--- src/rtl/fnd_scan_if.sv ---
// Bus between the game score/timer logic and the FND scan driver.
// The master drives the score and timer inputs; the slave (driver) returns status and pin drives.
interface fnd_scan_if;
    logic [13:0] i_Score;
    logic        i_ScoreValid;
    logic [3:0]  i_Sec0;
    logic [3:0]  i_Sec1;
    logic [3:0]  i_Sec2;
    logic        i_Blank;
    logic        o_Busy;
    logic [15:0] o_ScoreBcd;
    logic [7:0]  o_DigitEn;
    logic [6:0]  o_Seg;

    modport master (
        output i_Score, i_ScoreValid, i_Sec0, i_Sec1, i_Sec2, i_Blank,
        input  o_Busy, o_ScoreBcd, o_DigitEn, o_Seg
    );

    modport slave (
        input  i_Score, i_ScoreValid, i_Sec0, i_Sec1, i_Sec2, i_Blank,
        output o_Busy, o_ScoreBcd, o_DigitEn, o_Seg
    );
endinterface

--- src/rtl/fnd_scan_driver.sv ---
// 8-digit multiplexed FND driver: sequential double-dabble score converter plus
// a digit scanner driving a shared active-low segment bus.
module fnd_scan_driver #(
    parameter int SCAN_DIV = 100_000
) (
    input  logic        i_Clk,
    input  logic        i_Rst,
    fnd_scan_if.slave   bus
);

    localparam logic [1:0] ST_IDLE  = 2'd0;
    localparam logic [1:0] ST_SHIFT = 2'd1;
    localparam logic [1:0] ST_DONE  = 2'd2;

    localparam int PW = (SCAN_DIV > 2) ? $clog2(SCAN_DIV) : 1;
    localparam logic [PW-1:0] PRESC_LAST = PW'(SCAN_DIV - 1);

    function automatic logic [6:0] seg_enc(input logic [3:0] digit);
        logic [6:0] seg;
        case (digit)
            4'd0:    seg = 7'h40;
            4'd1:    seg = 7'h79;
            4'd2:    seg = 7'h24;
            4'd3:    seg = 7'h30;
            4'd4:    seg = 7'h19;
            4'd5:    seg = 7'h12;
            4'd6:    seg = 7'h02;
            4'd7:    seg = 7'h78;
            4'd8:    seg = 7'h00;
            4'd9:    seg = 7'h10;
            default: seg = 7'h3F;
        endcase
        return seg;
    endfunction

    function automatic logic [13:0] sat_score(input logic [13:0] score);
        return (score > 14'd9999) ? 14'd9999 : score;
    endfunction

    // One double-dabble iteration: correct every BCD nibble >= 5, then shift left.
    function automatic logic [29:0] dabble_step(input logic [29:0] sr);
        logic [29:0] adj;
        adj = sr;
        for (int n = 0; n < 4; n++) begin
            if (adj[14 + 4*n +: 4] >= 4'd5) begin
                adj[14 + 4*n +: 4] = adj[14 + 4*n +: 4] + 4'd3;
            end else begin
                adj[14 + 4*n +: 4] = adj[14 + 4*n +: 4];
            end
        end
        return {adj[28:0], 1'b0};
    endfunction

    logic [1:0]    state_r;
    logic [29:0]   shreg_r;
    logic [3:0]    shift_cnt_r;
    logic          busy_r;
    logic [15:0]   score_bcd_r;
    logic          pend_flag_r;
    logic [13:0]   pend_score_r;
    logic          job_valid_s;
    logic [13:0]   job_score_s;

    logic [PW-1:0] presc_r;
    logic [2:0]    idx_r;
    logic [7:0]    digit_en_r;
    logic [6:0]    seg_r;
    logic [6:0]    slot_seg_s;

    // Next conversion job when leaving DONE: a fresh strobe beats the pending score.
    always_comb begin
        job_valid_s = 1'b0;
        job_score_s = 14'd0;
        if (bus.i_ScoreValid) begin
            job_valid_s = 1'b1;
            job_score_s = bus.i_Score;
        end else if (pend_flag_r) begin
            job_valid_s = 1'b1;
            job_score_s = pend_score_r;
        end else begin
            job_valid_s = 1'b0;
            job_score_s = 14'd0;
        end
    end

    // Converter FSM with 1-deep pending job register.
    always_ff @(posedge i_Clk or posedge i_Rst) begin
        if (i_Rst) begin
            state_r      <= ST_IDLE;
            shreg_r      <= 30'd0;
            shift_cnt_r  <= 4'd0;
            busy_r       <= 1'b0;
            score_bcd_r  <= 16'd0;
            pend_flag_r  <= 1'b0;
            pend_score_r <= 14'd0;
        end else begin
            case (state_r)
                ST_IDLE: begin
                    if (bus.i_ScoreValid) begin
                        shreg_r     <= {16'd0, sat_score(bus.i_Score)};
                        shift_cnt_r <= 4'd0;
                        busy_r      <= 1'b1;
                        state_r     <= ST_SHIFT;
                    end else begin
                        busy_r      <= 1'b0;
                    end
                end
                ST_SHIFT: begin
                    shreg_r     <= dabble_step(shreg_r);
                    shift_cnt_r <= shift_cnt_r + 4'd1;
                    if (shift_cnt_r == 4'd13) begin
                        state_r <= ST_DONE;
                    end
                    if (bus.i_ScoreValid) begin
                        pend_score_r <= bus.i_Score;
                        pend_flag_r  <= 1'b1;
                    end
                end
                ST_DONE: begin
                    score_bcd_r <= shreg_r[29:14];
                    pend_flag_r <= 1'b0;
                    if (job_valid_s) begin
                        shreg_r     <= {16'd0, sat_score(job_score_s)};
                        shift_cnt_r <= 4'd0;
                        state_r     <= ST_SHIFT;
                    end else begin
                        busy_r      <= 1'b0;
                        state_r     <= ST_IDLE;
                    end
                end
                default: begin
                    busy_r  <= 1'b0;
                    state_r <= ST_IDLE;
                end
            endcase
        end
    end

    // Digit-slot prescaler and scan index.
    always_ff @(posedge i_Clk or posedge i_Rst) begin
        if (i_Rst) begin
            presc_r <= '0;
            idx_r   <= 3'd0;
        end else if (presc_r == PRESC_LAST) begin
            presc_r <= '0;
            idx_r   <= idx_r + 3'd1;
        end else begin
            presc_r <= presc_r + PW'(1);
        end
    end

    // Segment pattern for the current slot, with leading-zero suppression on the score.
    always_comb begin
        slot_seg_s = 7'h7F;
        case (idx_r)
            3'd0: slot_seg_s = seg_enc(score_bcd_r[3:0]);
            3'd1: slot_seg_s = (score_bcd_r[15:4] != 12'd0) ? seg_enc(score_bcd_r[7:4]) : 7'h7F;
            3'd2: slot_seg_s = (score_bcd_r[15:8] != 8'd0) ? seg_enc(score_bcd_r[11:8]) : 7'h7F;
            3'd3: slot_seg_s = (score_bcd_r[15:12] != 4'd0) ? seg_enc(score_bcd_r[15:12]) : 7'h7F;
            3'd4: slot_seg_s = 7'h7F;
            3'd5: slot_seg_s = seg_enc(bus.i_Sec0);
            3'd6: slot_seg_s = seg_enc(bus.i_Sec1);
            3'd7: slot_seg_s = seg_enc(bus.i_Sec2);
            default: slot_seg_s = 7'h7F;
        endcase
    end

    // Registered pin drives; blanking overrides the scan.
    always_ff @(posedge i_Clk or posedge i_Rst) begin
        if (i_Rst) begin
            digit_en_r <= 8'hFF;
            seg_r      <= 7'h7F;
        end else if (bus.i_Blank) begin
            digit_en_r <= 8'hFF;
            seg_r      <= 7'h7F;
        end else begin
            digit_en_r <= ~(8'h01 << idx_r);
            seg_r      <= slot_seg_s;
        end
    end

    assign bus.o_Busy     = busy_r;
    assign bus.o_ScoreBcd = score_bcd_r;
    assign bus.o_DigitEn  = digit_en_r;
    assign bus.o_Seg      = seg_r;

endmodule

--- src/flat_wrapper.sv ---
// flat-port wrapper written by rule: the top's interface ports become plain ports
module fnd_scan_driver_flat 
#(
    parameter int SCAN_DIV = 100_000
)
  (i_Clk, i_Rst, bus_i_Score, bus_i_ScoreValid, bus_i_Sec0, bus_i_Sec1, bus_i_Sec2, bus_i_Blank, bus_o_Busy, bus_o_ScoreBcd, bus_o_DigitEn, bus_o_Seg);
  fnd_scan_if bus_i ();
  input  logic i_Clk;
  input  logic i_Rst;
  input wire logic [$bits(bus_i.i_Score)-1:0] bus_i_Score;
  input wire logic [$bits(bus_i.i_ScoreValid)-1:0] bus_i_ScoreValid;
  input wire logic [$bits(bus_i.i_Sec0)-1:0] bus_i_Sec0;
  input wire logic [$bits(bus_i.i_Sec1)-1:0] bus_i_Sec1;
  input wire logic [$bits(bus_i.i_Sec2)-1:0] bus_i_Sec2;
  input wire logic [$bits(bus_i.i_Blank)-1:0] bus_i_Blank;
  output wire logic [$bits(bus_i.o_Busy)-1:0] bus_o_Busy;
  output wire logic [$bits(bus_i.o_ScoreBcd)-1:0] bus_o_ScoreBcd;
  output wire logic [$bits(bus_i.o_DigitEn)-1:0] bus_o_DigitEn;
  output wire logic [$bits(bus_i.o_Seg)-1:0] bus_o_Seg;
  assign bus_i.i_Score = bus_i_Score;
  assign bus_i.i_ScoreValid = bus_i_ScoreValid;
  assign bus_i.i_Sec0 = bus_i_Sec0;
  assign bus_i.i_Sec1 = bus_i_Sec1;
  assign bus_i.i_Sec2 = bus_i_Sec2;
  assign bus_i.i_Blank = bus_i_Blank;
  assign bus_o_Busy = bus_i.o_Busy;
  assign bus_o_ScoreBcd = bus_i.o_ScoreBcd;
  assign bus_o_DigitEn = bus_i.o_DigitEn;
  assign bus_o_Seg = bus_i.o_Seg;
  fnd_scan_driver #(.SCAN_DIV(SCAN_DIV)) u_core (.i_Clk(i_Clk), .i_Rst(i_Rst), .bus(bus_i));
endmodule
--- config.mk ---
export PLATFORM = sky130hd
export DESIGN_NAME = fnd_scan_driver_flat
export DESIGN_NICKNAME = d
export VERILOG_FILES = /design/src/rtl/fnd_scan_if.sv /design/src/rtl/fnd_scan_driver.sv /design/src/flat_wrapper.sv
export SDC_FILE = /design/constraint.sdc
export NUM_CORES = 1
export LEC_CHECK = 0
export ABC_CLOCK_PERIOD_IN_PS = 3350
export BUFFER_PORTS_ARGS = -buffer_cell sky130_fd_sc_hd__buf_2
export CAP_MARGIN = 10
export CORE_MARGIN = 1.5
export CORE_UTILIZATION = 35
export DETAILED_ROUTE_END_ITERATION = 7
export MAX_ROUTING_LAYER = met4
export PLACE_DENSITY_LB_ADDON = 0.3
export SYNTH_ARGS = -nofsm -noshare
export SYNTH_HDL_FRONTEND = slang
export SYNTH_SLANG_ARGS = --single-unit
--- constraint.sdc ---
create_clock -name i_Clk -period 3.35 [get_ports i_Clk]
set_input_delay 0.67 -clock i_Clk [delete_from_list [all_inputs] [get_ports i_Clk]]
set_output_delay 0.67 -clock i_Clk [all_outputs]
set_load 0.05 [all_outputs]
==> summary.md, run 1 <==
| Metric | Value |
|---|---|
| Most frequent cells in the layout | `dfrtp_1, o21ai_0, nand2_1, buf_2, ha_1` |
| Number of global-route vias before repair | `between 5,000 and 6,000` |
| Ratio of cells with drive above 1 in the final layout | `16.2%` |
| Pre-CTS WS | `about 930 ps` |
| Cell area after layout | `roughly 7600 sq um` |
| RR Endpoint | `u_core.bus.o_Seg[3]` |
| Number of remaining DRC errors | `0` |
| Family with the most delay on the worst path | `simple AND/OR/NAND/NOR gates` |
| CTS H-tree depth | `3` |
| Max IR drop VDD | `about 0.32 mV` |
| Worst setup path category | `reg -> reg` |
| Synth Instances | `between 700 and 800` |
| Die W | `about 140 microns` |
| Setup-failing EPs final | `0` |
| Worst Setup End Kind | `register` |
| Initial antenna violation count | `0` |
| Reg2reg start | `u_core.bus.o_ScoreBcd[13]` |
| Register Area | `~2600 sq um` |
| Syn Nets | `about 850` |
| Worst Tran Pin Value | `~790 ps` |
| Headroom to the max-slew limit | `between 40% and 50%` |
| TritonCTS clock tree | `built` |
| Die area | `just over 20,000 sq um` |
| TNS Setup | `0 ps` |
| Max cap viols | `0` |
| Flops & latches, synth | `103` |
| Placed insts | `roughly 1,100` |
| Pre-antenna DRT Iters | `5` |
| Max incr delay on CP | `540 ps` |
| Largest net degree at the start of global routing | `55` |
| Final Total Pwr | `between 0.003 and 0.004 W` |
| Clock skew | `roughly 12 ps` |
| Fill count | `roughly 1,900` |
| Distinct cell type count after synthesis | `66` |
| DR vias | `around 5,600` |
| Clock latency on the worst-skew pair | `360 ps` |
| Ports | `just over 60` |
| Clk sinks | `slightly above 100` |
| Die Y | `between 100 and 150 microns` |
| CP Data Required Time | `between 3000 and 4000 ps` |
| Final period util | `72.4%` |
| Stages on worst setup path | `7` |
| Reg-to-reg slack, setup | `920 ps` |
| GRT overflow | `0` |
| Vias per Instance | `5.23` |
| Cell Area, Synth | `6760 sq um` |
| Hold Buf Count CTS | `0` |
| Synth Warn # | `0` |
| FMAX | `0.412 GHz` |
| Most frequent CP cell | `nor4_1` |
| # resized after CTS | `0` |
| Bufs and invs on worst path | `1` |
| Fin. max-slew vios | `0` |
| GRT Util Overall | `between 10% and 20%` |
| Detailed Route WL | `between 15,000 and 20,000 microns` |
| Post-CTS Setup Bufs | `0` |
| Reg2reg path depth | `7` |
| Most common cell after layout, fill and taps aside | `dfrtp_1` |
| Leakage power | `about 3.3 nW` |
| DP Area | `7320 sq um` |
| PnR worst setup slack | `slightly above 900 ps` |
| Number of core rows | `50` |
| Placer congestion estimate | `0.853` |
| Area occupied by multi-input gates | `3840 sq um` |
| Outcome | `finished, final reports clean` |
| DPL Wire Length | `between 10,000 and 15,000 microns` |
| Final Hold Violating Endpoints | `0` |
| Crit-path cells | `inv_1 -> ha_1 -> and4bb_2 -> nor4_1 -> nor4_1 -> o41ai_1 -> nand3_1` |
| First-pass GRT wire length | `between 20,000 and 30,000 microns` |
| Top_reg_cell synth | `dfrtp_1` |
| Power Dens Cells | `464 nW/um^2` |
| Layout area overhead | `12.5%` |
| ANT cells | `0` |
| Num CTS Buffers | `9` |
| Critical path peak fanout | `8` |
| Post-synth EDFFs | `0` |
| Mean post-synth cell area | `between 8 and 9 sq um` |
| Port Buffers | `around 60` |
| Initial Util | `35.9%` |
| Worst Hold Class | `in -> async` |
| Finished Layout Cells | `around 1,100` |
| Core ar. | `18,800 sq um` |
| Worst EP arrival | `2670 ps` |
| Clock Path Buffers | `2` |
| DR iter-0 viols | `between 300 and 400` |
| Seq/Total Area, Yosys | `about two fifths` |
| FFs w/ async S/R, synth | `100%` |
| Fin nets | `~890` |
| Clk root buf | `clkbuf_16` |
| Routed len/inst | `roughly 15 microns` |
| Crit path launch type | `register` |
| Remaining antenna violation count | `0` |
| Clock transition at path regs | `about 70 ps` |
| RSZ-0062 raised after global routing | `no` |
| Worst path slowest cell | `o41ai_1` |
| Final worst path period need | `roughly 2400 ps` |
==> through the flow <==
| stage | hold WS, ps | util, % |
|---|---|---|
| finish | 429 | 40.4 |
| global route | 492 | 40.4 |
| CTS | 447 | 40.4 |
| detailed placement | 473 | 38.9 |
| global placement | 467 | 38.9 |
| floorplan | 449 | - |
==> routing by layer <==
metal	wire [microns]	track usage, %	vias to the layer above	share of wire (%)
met1	8070	23.7	2645	50
met3	619	3.03	20	3.8
met5	0	-	-	0
met2	7250	25.5	125	45
met4	238	4.99	0	1.5
li1	-	-	2798	-
==> flip-flops by register name, summed over array words and instances, names as in the netlist, 2 cells and up <==
register               cells
u_core.presc_r            17
u_core.bus.o_ScoreBcd     16
u_core.shift_cnt_r         4
u_core.shreg_r            30
u_core.state_r             2
u_core.bus.o_Seg           7
u_core.idx_r               3
u_core.bus.o_DigitEn       8
u_core.pend_score_r       14
==> kinds of logic after synthesis <==
group | Yosys count | synth area share (%)
buf+inv | 85 | 4.85
mux | 20 | 3.29
xor+xnor | 20 | 2.59
flops | 103 | 38.4
fa+ha+maj | 59 | 10.9
compound gates | 215 | 20.5
simple gates | 257 | 19.4
==> final cells by class <==
type                            instances  share of cell area, %
Clock inverter                          7                  0.790
Multi-Input combinational cell        571                   50.5
Tap cell                              260                   4.28
Clock buffer                            9                   2.96
Timing Repair Buffer                   71                   5.00
Sequential cell                       103                   34.1
Inverter                               47                   2.35
==> cells in the mapped netlist (15+ instances only) <==
library cell	instances	area, sq um
inv_1	47	176
nand2b_1	24	150
a21oi_1	42	210
nand2_1	70	263
nand3_1	28	140
nor2_1	51	191
mux2_2	18	203
dfrtp_1	88	2200
dfstp_2	15	394
ha_1	59	738
clkbuf_1	30	113
o21ai_0	75	375
==> worst max-delay path by stage <==
stage	endpoint	from
after CTS	u_core.shreg_r[29]	u_core.state_r[0]
final	u_core.bus.o_Seg[3]	u_core.bus.o_ScoreBcd[13]
after global placement	u_core.bus.o_Seg[3]	bus_i_Sec1[3]
after floorplan	u_core.bus.o_Busy	i_Rst
after global routing	u_core.shreg_r[21]	u_core.state_r[0]
after detailed placement	u_core.bus.o_Seg[3]	bus_i_Sec2[1]
==> power breakdown <==
group | leakage (nW) | total, W | internal [W] | switching, W
sequential | 1.31 | 0.00158 | 0.00145 | 0.000134
clock | 0.143 | 0.00104 | 0.000521 | 0.000518
combinational | 1.85 | 0.000904 | 0.000348 | 0.000556
Note: power is estimated with default switching activity, not from simulation.
==> run 2: changes to the inputs <==
--- a/config.mk
+++ b/config.mk
@@ -5,7 +5,8 @@
 export SDC_FILE = /design/constraint.sdc
 export NUM_CORES = 1
 export LEC_CHECK = 0
-export ABC_CLOCK_PERIOD_IN_PS = 3350
+export ABC_AREA = 1
+export ABC_CLOCK_PERIOD_IN_PS = 2200
 export BUFFER_PORTS_ARGS = -buffer_cell sky130_fd_sc_hd__buf_2
 export CAP_MARGIN = 10
 export CORE_MARGIN = 1.5
==> constraint.sdc (replaced) <==
create_clock -name i_Clk -period 2.2 [get_ports i_Clk]
set_input_delay 0.44 -clock i_Clk [delete_from_list [all_inputs] [get_ports i_Clk]]
set_output_delay 0.44 -clock i_Clk [all_outputs]
set_load 0.05 [all_outputs]
==> summary.md, run 2 <==
| Metric | Value |
|---|---|
| Clk sinks | `103` |
| Clock Path Buffers | `2` |
| FMAX | `approximately 0.54 GHz` |
| Port Buffers | `slightly above 60` |
| Leakage power | `roughly 3.8 nW` |
| Max incr delay on CP | `390 ps` |
| Ratio of cells with drive above 1 in the final layout | `13.0%` |
| Ports | `62` |
| Syn Nets | `a little under 1,000` |
| Yosys top cell by area | `dfrtp_1` |
| Worst setup path category | `reg -> reg` |
| FFs w/ async S/R, synth | `100%` |
| Core ar. | `about 19,000 sq um` |
| Top cells by count, synth | `nand2_1, inv_1, o21ai_0` |
| Outcome | `finished, final reports clean` |
| Sw Ratio | `a little under two fifths` |
| Flops & latches, synth | `a little over 100` |
| Placer congestion estimate | `about 0.88` |
| DPL Wire Length | `approximately 12,000 microns` |
| DR iter-0 viols | `approximately 290` |
| Max cap viols | `0` |
| Compound-Gate Fraction of Synth Area | `between 15 and 20%` |
| Final core utilization | `between 40% and 50%` |
| Max reg flops | `30` |
| Max IR drop VDD | `between 0.5 and 0.6 mV` |
| Vias per Instance | `4.76` |
| Fin nets | `1,051` |
| GRT Util Overall | `about 17%` |
| Synth Area in Simple Gates | `roughly a quarter` |
| Initial Util | `a little over a third` |
| Synth Warn # | `0` |
| Post-synth top area share | `32.6%` |
| Worst Hold Class | `in -> reg` |
| Clock transition at path regs | `about 70 ps` |
| Clk pwr share | `about a quarter` |
| CTS H-tree depth | `3` |
| ANT cells | `0` |
| Critical path peak fanout | `14` |
| Final period util | `approximately 85%` |
| TritonCTS clock tree | `built` |
| Number of core rows | `50` |
| Die area | `between 20,000 and 25,000 sq um` |
| Pre-antenna DRT Iters | `4` |
| Remaining antenna violation count | `0` |
| Mux cell area share after synthesis | `less than 1%` |
| CP Data Required Time | `~2500 ps` |
| Headroom to the max-slew limit | `a little under two thirds` |
| GRT overflow | `0` |
| Initial antenna violation count | `0` |
| Sequential power share | `a little over 40%` |
| Setup-failing EPs final | `0` |
| Crit path launch type | `register` |
| Mean post-synth cell area | `around 7.5 sq um` |
| Xor-xnor portion of the synthesized cell area | `between 2 and 2.5%` |
| Distinct cell type count after synthesis | `38` |
| Cell Area, Synth | `about 6700 sq um` |
| Pint | `about 0.0038 W` |
| TNS Setup | `0 ps` |
| Logic pwr share | `32.5%` |
| Cell with the most instances after synthesis | `nand2_1` |
| Power Dens Cells | `about 800 nW/um^2` |
| Worst EP arrival | `between 2000 and 2500 ps` |
| Most common cell after layout, fill and taps aside | `nand2_1` |
| Clock skew | `7.88 ps` |
| Die Y | `~140 microns` |
| # resized after CTS | `0` |
| Largest family of logic cells by synthesized area | `simple AND/OR/NAND/NOR gates` |
| NetSw | `around 0.0022 W` |
| Num CTS Buffers | `9` |
| Die W | `between 100 and 150 microns` |
| Worst Tran Pin Value | `539 ps` |
| Detailed Route WL | `about 16,000 microns` |
| First-pass GRT wire length | `roughly 27,000 microns` |
| Layout area overhead | `13.4%` |
| Synth area leaders | `dfrtp_1, nand2_1, ha_1` |
| Number of remaining DRC errors | `0` |
| Top_reg_cell synth | `dfrtp_1` |
| Final worst path period need | `1860 ps` |
| Seq/Total Area, Yosys | `about two fifths` |
| Most flops, register | `u_core.shreg_r` |
| Number of global-route vias before repair | `~5,600` |
| Clk root buf | `clkbuf_16` |
| Synth Instances | `~900` |
| Post-synth EDFFs | `0` |
| Final Hold Violating Endpoints | `0` |
| Clock latency on the worst-skew pair | `350 ps` |
| Adder-cell share of the synthesized area | `10.9%` |
| Largest net degree at the start of global routing | `98` |
| Bufs and invs on worst path | `2` |
| Worst Setup End Kind | `register` |
| Most frequent CP cell | `nand2_1` |
| Most frequent cells in the layout | `nand2_1, inv_1, o21ai_0, dfrtp_1, nor2_1` |
| RSZ-0062 raised after global routing | `no` |
| DR vias | `5,846` |
| Worst path slowest cell | `dfrtp_1` |
| Family with the most delay on the worst path | `buffers and inverters` |
| Crit-path cells | `inv_1 -> ha_1 -> nand2_1 -> inv_1 -> nand2_1 -> nand2_1 -> a21oi_1 -> a21oi_2` |
| Fin. max-slew vios | `0` |
| Routed len/inst | `around 13 microns` |
run 2: cell count changes after synthesis, moves of 7 or more:
| cell | change |
|---|---|
| nor3b_1 | -13 |
| a211o_1 | -7 |
| nand2b_1 | -24 |
| xor2_1 | +9 |
| a22o_1 | -8 |
| xnor2_1 | -13 |
| nand2_1 | +157 |
| nor2b_1 | -12 |
| clkbuf_1 | -17 |
| inv_1 | +73 |
| o21ai_0 | +31 |
| nor2_1 | +24 |
| mux2_2 | -18 |
run 2: through the flow:
step	worst slack (ps)	hold slack, ps	instance area [sq um]	total power, W	std cells
floorplan	347	433	6750	0.00403	904
global placement	279	373	7340	0.00448	1210
detailed placement	248	377	7340	0.00450	1210
CTS	339	378	7650	0.00615	1227
global route	140	406	7650	0.00654	1227
finish	339	387	7650	0.00607	1227
run 2: layout make-up:
cell class	count	area, sq um
Clock buffer	11	243
Timing Repair Buffer	71	395
Clock inverter	5	57.6
Inverter	125	473
Sequential cell	103	2600
Multi-Input combinational cell	652	3560
Fill cell	1970	11200
Tap cell	260	325
run 2: per-layer routing:
metal	track usage [%]	routed length [microns]	vias up
li1	-	-	3053
met5	-	0	-
met2	27.8	7200	108
met1	21.6	7620	2662
met3	2.56	548	23
met4	5.43	286	0
run 2: kinds of logic (layout without fill, tap and decap cells):
group	Yosys count	in the layout
adder cells (fa/ha/maj)	59	59
multiplexers	1	1
XOR/XNOR	16	16
flip-flops	103	103
AND/OR/NAND/NOR	382	382
AO/OA/AOI/OAI	194	194
buffers and inverters	149	212
run 2: tightest hold or removal path, stage by stage:
cell	delay, ps
buf_2	110
inv_1	60
o21ai_0	80
run 2: timing repair:
item | in CTS | in global routing
endpoints found under the hold margin | 2 | 0
buffers inserted | 0 | 0
hold buffers | 1 | 0
run 2: final timing paths:
kind / start / end / slack, ps / cells after the start
worst max-delay path: u_core.state_r[1] / u_core.shreg_r[1] / 340 / 8
worst min-delay path: bus_i_Score[1] / u_core.pend_score_r[1] / 390 / 3
worst max register to register: u_core.state_r[1] / u_core.shreg_r[1] / 340 / 8
worst min register to register: u_core.presc_r[0] / u_core.presc_r[0] / 460 / 1
max in group asynchronous: i_Rst / u_core.bus.o_Seg[1] / 900 / 4
min in group asynchronous: i_Rst / u_core.pend_score_r[2] / 550 / 3
run 2: power groups by stage:
stage,registers (W),clock network (W),logic (W)
3_5_place_dp,0.00252,0,0.00198
2_1_floorplan,0.00253,0,0.00150
6_report,0.00248,0.00162,0.00197
4_1_cts,0.00248,0.00167,0.00199
5_1_grt,0.00252,0.00176,0.00226
3_3_place_gp,0.00251,0,0.00196
